--- config.mk ---
export PLATFORM = sky130hd
export DESIGN_NAME = mult_div_unit
export DESIGN_NICKNAME = d
export VERILOG_FILES = /design/src/rtl/mult_div_unit.sv
export SDC_FILE = /design/constraint.sdc
export NUM_CORES = 1
export LEC_CHECK = 0
export ABC_AREA = 1
export ABC_CLOCK_PERIOD_IN_PS = 8960
export CAP_MARGIN = 0
export CORE_MARGIN = 1
export CORE_UTILIZATION = 55
export DETAILED_ROUTE_END_ITERATION = 10
export GPL_TIMING_DRIVEN = 0
export MAX_ROUTING_LAYER = met4
export PLACE_DENSITY = 0.78
export SLEW_MARGIN = 20
export SYNTH_ARGS = -nofsm -noshare
export SYNTH_HDL_FRONTEND = slang
export SYNTH_SLANG_ARGS = --single-unit
--- constraint.sdc ---
create_clock -name clock -period 8.96 [get_ports clock]
set_input_delay 0.896 -clock clock [delete_from_list [all_inputs] [get_ports clock]]
set_output_delay 0.896 -clock clock [all_outputs]
set_load 0.005 [all_outputs]
--- src/rtl/mult_div_unit.sv ---
// Sequential radix-2 multiply / restoring divide unit with HI/LO results.
// Divider datapath is present only when MULTDIV_DIVIDE_EN is defined.
module mult_div_unit #(
  parameter int WIDTH = 32
) (
  input  logic             clock,
  input  logic             reset,
  input  logic             start,
  input  logic [1:0]       op,
  input  logic [WIDTH-1:0] a,
  input  logic [WIDTH-1:0] b,
  output logic             busy,
  output logic             done,
  output logic [WIDTH-1:0] hi,
  output logic [WIDTH-1:0] lo,
  output logic             div_zero
);

  localparam int CW = $clog2(WIDTH);

  typedef enum logic [1:0] {
    IDLE,
    CALC,
    FIX
  } state_t;

  state_t state_q, state_d;

  logic [CW-1:0]      cnt_q, cnt_d;
  logic [2*WIDTH-1:0] acc_q, acc_d;
  logic [WIDTH-1:0]   mcand_q, mcand_d;
  logic [WIDTH-1:0]   hi_q, hi_d;
  logic [WIDTH-1:0]   lo_q, lo_d;
  logic               neg_q, neg_d;
  logic               done_q, done_d;

  logic               is_signed;
  logic               bypass;
  logic [WIDTH-1:0]   a_mag, b_mag;
  logic [WIDTH:0]     msum;
  logic [2*WIDTH-1:0] prod;

`ifdef MULTDIV_DIVIDE_EN
  logic               is_div_q, is_div_d;
  logic               neg_rem_q, neg_rem_d;
  logic               div_zero_q, div_zero_d;
  logic [WIDTH-1:0]   rem_q, rem_d;
  logic [WIDTH:0]     shifted, diff;
  logic [WIDTH-1:0]   quo, rmd;
`endif

  always_comb begin
    is_signed = ~op[0];
    a_mag = (is_signed && a[WIDTH-1]) ? -a : a;
    b_mag = (is_signed && b[WIDTH-1]) ? -b : b;
`ifdef MULTDIV_DIVIDE_EN
    bypass = op[1] && (b == '0);
`else
    bypass = op[1];
`endif
    msum = {1'b0, acc_q[2*WIDTH-1:WIDTH]}
         + (acc_q[0] ? {1'b0, mcand_q} : '0);
    prod = neg_q ? -acc_q : acc_q;
`ifdef MULTDIV_DIVIDE_EN
    shifted = {rem_q, acc_q[WIDTH-1]};
    diff    = shifted - {1'b0, mcand_q};
    quo = neg_q ? -acc_q[WIDTH-1:0] : acc_q[WIDTH-1:0];
    rmd = neg_rem_q ? -rem_q : rem_q;
`endif
  end

  always_comb begin
    state_d = state_q;
    cnt_d   = cnt_q;
    acc_d   = acc_q;
    mcand_d = mcand_q;
    neg_d   = neg_q;
    hi_d    = hi_q;
    lo_d    = lo_q;
    done_d  = 1'b0;
`ifdef MULTDIV_DIVIDE_EN
    is_div_d   = is_div_q;
    neg_rem_d  = neg_rem_q;
    div_zero_d = div_zero_q;
    rem_d      = rem_q;
`endif
    unique case (state_q)
      IDLE: begin
        if (start) begin
          if (bypass) begin
            done_d = 1'b1;
          end else begin
            state_d = CALC;
            cnt_d   = '0;
            neg_d   = is_signed & (a[WIDTH-1] ^ b[WIDTH-1]);
            mcand_d = a_mag;
            acc_d   = {{WIDTH{1'b0}}, b_mag};
`ifdef MULTDIV_DIVIDE_EN
            // divide keeps divisor in mcand, dividend/quotient in acc low
            if (op[1]) begin
              mcand_d = b_mag;
              acc_d   = {{WIDTH{1'b0}}, a_mag};
            end
`endif
          end
`ifdef MULTDIV_DIVIDE_EN
          div_zero_d = bypass;
          is_div_d   = op[1];
          neg_rem_d  = is_signed & a[WIDTH-1];
          rem_d      = '0;
`endif
        end
      end
      CALC: begin
        cnt_d = cnt_q + CW'(1);
        if (cnt_q == CW'(WIDTH-1)) state_d = FIX;
        acc_d = {msum, acc_q[WIDTH-1:1]};
`ifdef MULTDIV_DIVIDE_EN
        if (is_div_q) begin
          rem_d = diff[WIDTH] ? shifted[WIDTH-1:0]
                              : diff[WIDTH-1:0];
          acc_d = {acc_q[2*WIDTH-1:WIDTH],
                   acc_q[WIDTH-2:0], ~diff[WIDTH]};
        end
`endif
      end
      FIX: begin
        state_d = IDLE;
        done_d  = 1'b1;
        hi_d    = prod[2*WIDTH-1:WIDTH];
        lo_d    = prod[WIDTH-1:0];
`ifdef MULTDIV_DIVIDE_EN
        if (is_div_q) begin
          hi_d = rmd;
          lo_d = quo;
        end
`endif
      end
      default: state_d = IDLE;
    endcase
  end

  always_ff @(posedge clock or posedge reset) begin
    if (reset) begin
      state_q <= IDLE;
      cnt_q   <= '0;
      acc_q   <= '0;
      mcand_q <= '0;
      neg_q   <= 1'b0;
      hi_q    <= '0;
      lo_q    <= '0;
      done_q  <= 1'b0;
    end else begin
      state_q <= state_d;
      cnt_q   <= cnt_d;
      acc_q   <= acc_d;
      mcand_q <= mcand_d;
      neg_q   <= neg_d;
      hi_q    <= hi_d;
      lo_q    <= lo_d;
      done_q  <= done_d;
    end
  end

`ifdef MULTDIV_DIVIDE_EN
  always_ff @(posedge clock or posedge reset) begin
    if (reset) begin
      is_div_q   <= 1'b0;
      neg_rem_q  <= 1'b0;
      div_zero_q <= 1'b0;
      rem_q      <= '0;
    end else begin
      is_div_q   <= is_div_d;
      neg_rem_q  <= neg_rem_d;
      div_zero_q <= div_zero_d;
      rem_q      <= rem_d;
    end
  end

  assign div_zero = div_zero_q;
`else
  assign div_zero = 1'b0;
`endif

  assign busy = (state_q != IDLE);
  assign done = done_q;
  assign hi   = hi_q;
  assign lo   = lo_q;

endmodule

**Word level (Yosys, flattened, before mapping)**

Index checks and enable logic that the tools add are counted.

- ROM bits: 0
- Latch bits: 0
- Logic and storage cells: 48
- RAM bits: 0
- Output and inout port bits: 67
- Memories: 0
- Register bits: 169

- Bitwise operators: 4
- Add/sub/neg operators: 5
- Divide/modulo/power cells: 0
- Shift operators: 0
- Order comparisons: 0
- Multiplexer cells: 17
- Reduce and logical (&&, ||, !) cells: 8
- $mul: 0
- Equality and inequality tests: 6

Operators with widths:

| cell | count |
|---|---|
| 2-to-1 mux 64 bit | 3 |
| case mux 64 bit (2 select lines) | 1 |
| 2-to-1 mux 32 bit | 3 |
| negation 32 bit | 2 |
| negation 64 bit | 1 |
| adder 32 x 32 -> 33 bit | 1 |
| 2-to-1 mux 5 bit | 2 |
| case mux 5 bit (2 select lines) | 1 |
| AND reduction 3 bit | 3 |
| 2-to-1 mux 2 bit | 3 |
| != test 2 bit, second input constant | 3 |
| adder 5 x 1 -> 5 bit, second input constant | 1 |
| equality test 5 bit, second input constant | 1 |
| case mux 2 bit (2 select lines) | 1 |
| nonzero test 2 bit | 2 |
| equality test 2 x 1 -> 1 bit, second input constant | 1 |
| equality test 2 bit, second input constant | 1 |
| logical AND 1 bit | 2 |
| logical NOT 2 bit | 1 |
| 2-to-1 mux 1 bit | 2 |
| inverter 1 bit | 2 |
| case mux 1 bit (2 select lines) | 1 |
| AND 1 bit | 1 |
| bitwise XOR 1 bit | 1 |

**Longest topological paths before layout**

- Depth after elaboration: 6
- Mapped depth: 18
- Depth with buffers taken out: 16

**Least setup slack after synthesis**

Ideal clock, no wire load.

- Kind: register to register
- From: register acc_q[0]
- To: register acc_q[55]
- Cell stages (with the launch flop): 18
- Arrival: 2,215 ps
- Library setup time: 117 ps
- Setup slack: 6,628 ps
- Period minus slack after synthesis: 2,332 ps
- Cell sequence: dfrtp_1 buf_2 clkbuf_1 nand2_1 inv_1 ha_1 inv_1 fa_1 inv_1 nand2_1 o21ai_1 nand2_1 nand2_1 nand2_1 nand3_1 nand2_1 nand3_1 nand2_1

- Word-level cells in the longest chain between the ends: 3

RTL lines:

| element | line | source |
|---|---|---|
| from (decl) | 30 | `logic [2*WIDTH-1:0] acc_q, acc_d;` |
| from (signal assigned) | 147 | `acc_q <= '0;` |
| from (signal assigned) | 156 | `acc_q <= acc_d;` |
| 2-to-1 mux 32 bit | 62 | `+ (acc_q[0] ? {1'b0, mcand_q} : '0);` |
| adder 32 x 32 -> 33 bit | 62 |  |
| case mux 64 bit (2 select lines) | 87 | `unique case (state_q)` |

Every way passes these cells.
A chain may end at the register's enable or synchronous reset.

**Worst setup path after layout**

- From: register acc_q[0]
- To: register acc_q[63]

Same word-level chain as after synthesis.

==> flow_metrics.env <==
export IMPL_max_cap_viol_count=0
export IMPL_via_per_inst=5.50
export IMPL_async_flop_share_pct=100
export IMPL_yosys_warnings=0
export IMPL_timing_fmax_mhz=330
export IMPL_drt_initial_drc_count=1616
export IMPL_dr_pass1_iters=5
export IMPL_synth_area_mm2=0.0132
export IMPL_design_area_mm2=0.0156
export IMPL_synth_top_area_share_pct=32.0
export IMPL_gp_congestion=1.00
export IMPL_die_height_um=157
export IMPL_io_pins=136
export IMPL_worst_pin_slew_ns=0.956
export IMPL_tns_ns=0
export IMPL_syn_avg_cell_area_um2=6.20
export IMPL_setup_viol=0
export IMPL_clk_path_buf_depth=2
export IMPL_clockRootBuffer="clkbuf_16"
export IMPL_seqCellArea_mm2=0.00423
export IMPL_status="complete, no violations"
export IMPL_cts_resized=0
export IMPL_critPathMaxFanout=10
export IMPL_drive_gt1_share_pct=5.27
export IMPL_clkTransAtPathRegs_ns=0.07
export IMPL_synth_area_leaders="dfrtp_1, nand2_1, inv_1, nand3_1, nor2_1"
export IMPL_fp_row_count=56
export IMPL_finalWirelength_mm=44.2
export IMPL_grt_pass1_vias=13100
export IMPL_period_needed_ns=3.03
export IMPL_crit_type="reg2reg"
export IMPL_synth_cells=2127
export IMPL_max_stage_delay_ns=0.41
export IMPL_multi_input_area_mm2=0.00760
export IMPL_clkLatencyLatePin_ns=0.44
export IMPL_clock_sinks=169
export IMPL_hold_viol_final=0
export IMPL_ys_types=46
export IMPL_cts_made_buffers=17
export IMPL_worst_ir_drop_vdd_mv=0.176
export IMPL_dpl_cell_area_mm2=0.0150
export IMPL_syn_num_nets=2234
export IMPL_area_growth_syn_to_layout_pct=18.0
export IMPL_core_mm2=0.0235
export IMPL_fin_crit_sh_pct=33.8
export IMPL_portBuffers=134
export IMPL_cp_arrival_ns=3.41
export IMPL_cts_hold_buf=0
export IMPL_max_slew_margin_rel_pct=36.2
export IMPL_grt_max_degree=103
export IMPL_power_leakage_uw=0.00811
export IMPL_fp_dieW_um=157
export IMPL_finalNetCount=2388
export IMPL_dr_total_vias=14400
export IMPL_cts_tree="yes"
export IMPL_drcViolationCount=0
export IMPL_startpoint_type="flop"
export IMPL_clock_skew_ns=0.0114
export IMPL_whs_ns=0.480
export IMPL_grt_pass1_wl_mm=70.1
export IMPL_synth_edff_count=0
export IMPL_grt_use_total_pct=38.5
export IMPL_yosysSeqAreaShare_pct=32.0
export IMPL_n_antenna_cell=0
export IMPL_path_cells="buf_2, clkbuf_1, nand2_1, inv_1, ha_1, inv_1, fa_1, inv_1, nand2_1, o21ai_1, nand2_1, nand2_1, nand2_1, nand3_1, nand2_1, nand2_1, nand2_1, nand2_1"
export IMPL_h_tree_depth=4
export IMPL_hold_path_class="reg2reg"
export IMPL_initial_core_util_pct=56.2
export IMPL_die_area_mm2=0.0246
export IMPL_crit_required_ns=9.34
export IMPL_synth_top_flop_cell="dfrtp_1"
export IMPL_wl_per_cell_um=16.9
export IMPL_rsz0062_at_grt="no"
export IMPL_synth_top_area_cell="dfrtp_1"
export IMPL_mostFrequentLayoutCells="nand2_1, inv_1, nor2_1"
export IMPL_p_per_area_mw_per_mm2=280
export IMPL_crit_top_cell="nand2_1"
export IMPL_postCtsSetupBuffers=0
export IMPL_slew_viol_final=0
export IMPL_end_kind="flop"
export IMPL_layout_cells_most_common="nand2_1"
export IMPL_synth_seq_cells=169
export IMPL_ant_nets=0
export IMPL_cpMaxStageDelayCell="clkbuf_1"
export IMPL_overflow=0
export IMPL_fill_cells=2200
export IMPL_dp_hpwl_mm=35.8
export IMPL_antenna_found_initial=0
[sequential cells by signal (all words and copies together) (netlist names)]
signal / cells
neg_q: 1
acc_q: 64
done: 1
hi: 32
cnt_q: 5
state_q: 2
mcand_q: 32
lo: 32
[where the power goes]
group | total (µW) | switching [µW] | leakage [µW] | internal (µW)
combinational | 2230 | 1420 | 0.00561 | 805
sequential | 1380 | 339 | 0.00220 | 1050
clock | 753 | 375 | 0.000294 | 378
total | 4360 | 2130 | 0.00811 | 2230
[area by class of cell]
class / instances / share of cell area [%]
plain buffers: 58 / 1.72
clock buffers: 17 / 2.73
clock inverters: 15 / 1.12
inverters: 293 / 7.11
multi-input cells: 1607 / 48.8
flip-flops and latches: 169 / 27.2
well taps: 319 / 2.56
repair buffers: 135 / 8.79
[final timing paths]
kind                          start     endpoint  slack (ns)  cells after the start
hold / removal               hi[24]       hi[24]        0.48                      2
min in group asynchronous     reset        hi[9]        0.91                      2
hold reg to reg              hi[24]       hi[24]        0.48                      2
max in group asynchronous     reset  mcand_q[30]        7.18                      3
setup reg to reg           acc_q[0]    acc_q[63]        5.93                     18
setup / recovery           acc_q[0]    acc_q[63]        5.93                     18
[metal layers]
metal	vias to the layer above	GRT usage, %	wire, µm
li1	7000	-	-
met1	6610	52.1	19000
met2	688	59.3	19600
met3	70	4.87	4270
met4	0	13.7	1310
met5	-	-	0
[cell usage after synthesis (19+ instances only)]
library cell,n
a21oi_1,38
o22ai_1,19
buf_2,26
clkbuf_1,27
nand2_1,796
xor2_1,47
nor2_2,20
nand3_1,200
nor3_1,19
inv_1,285
o21ai_0,91
dfrtp_1,169
nor2_1,212
ha_1,37
[critical path, delay by kind of cell (launching register included)]
family,cells,cell delay (ns)
and+or+nand+nor,10,0.92
AOI/OAI and AO/OA,1,0.26
buffers and inverters,5,0.89
DFF,1,0.34
adders and majority gates,2,0.57
[through the flow]
stage                     power, µW  setup WS [ns]  util, %  cells
after global placement         3470           1.51     63.6   2580
after detailed placement       3540           6.00     63.8   2581
after floorplan                2770           3.49        -   2127
after global routing           4690           5.71     66.3   2613
after CTS                      4300           5.95     66.3   2613
final                          4360           5.93     66.3   2613
[kinds of logic after synthesis]
kind of cell,Yosys count,share of synthesized area (%)
flops,169,32.0
xor+xnor,48,3.19
buf+inv,351,10.4
compound gates,203,8.95
fa+ha+maj,38,3.66
simple gates,1317,41.8
other cells,1,0.0284
(Power assumes the default switching activity.)
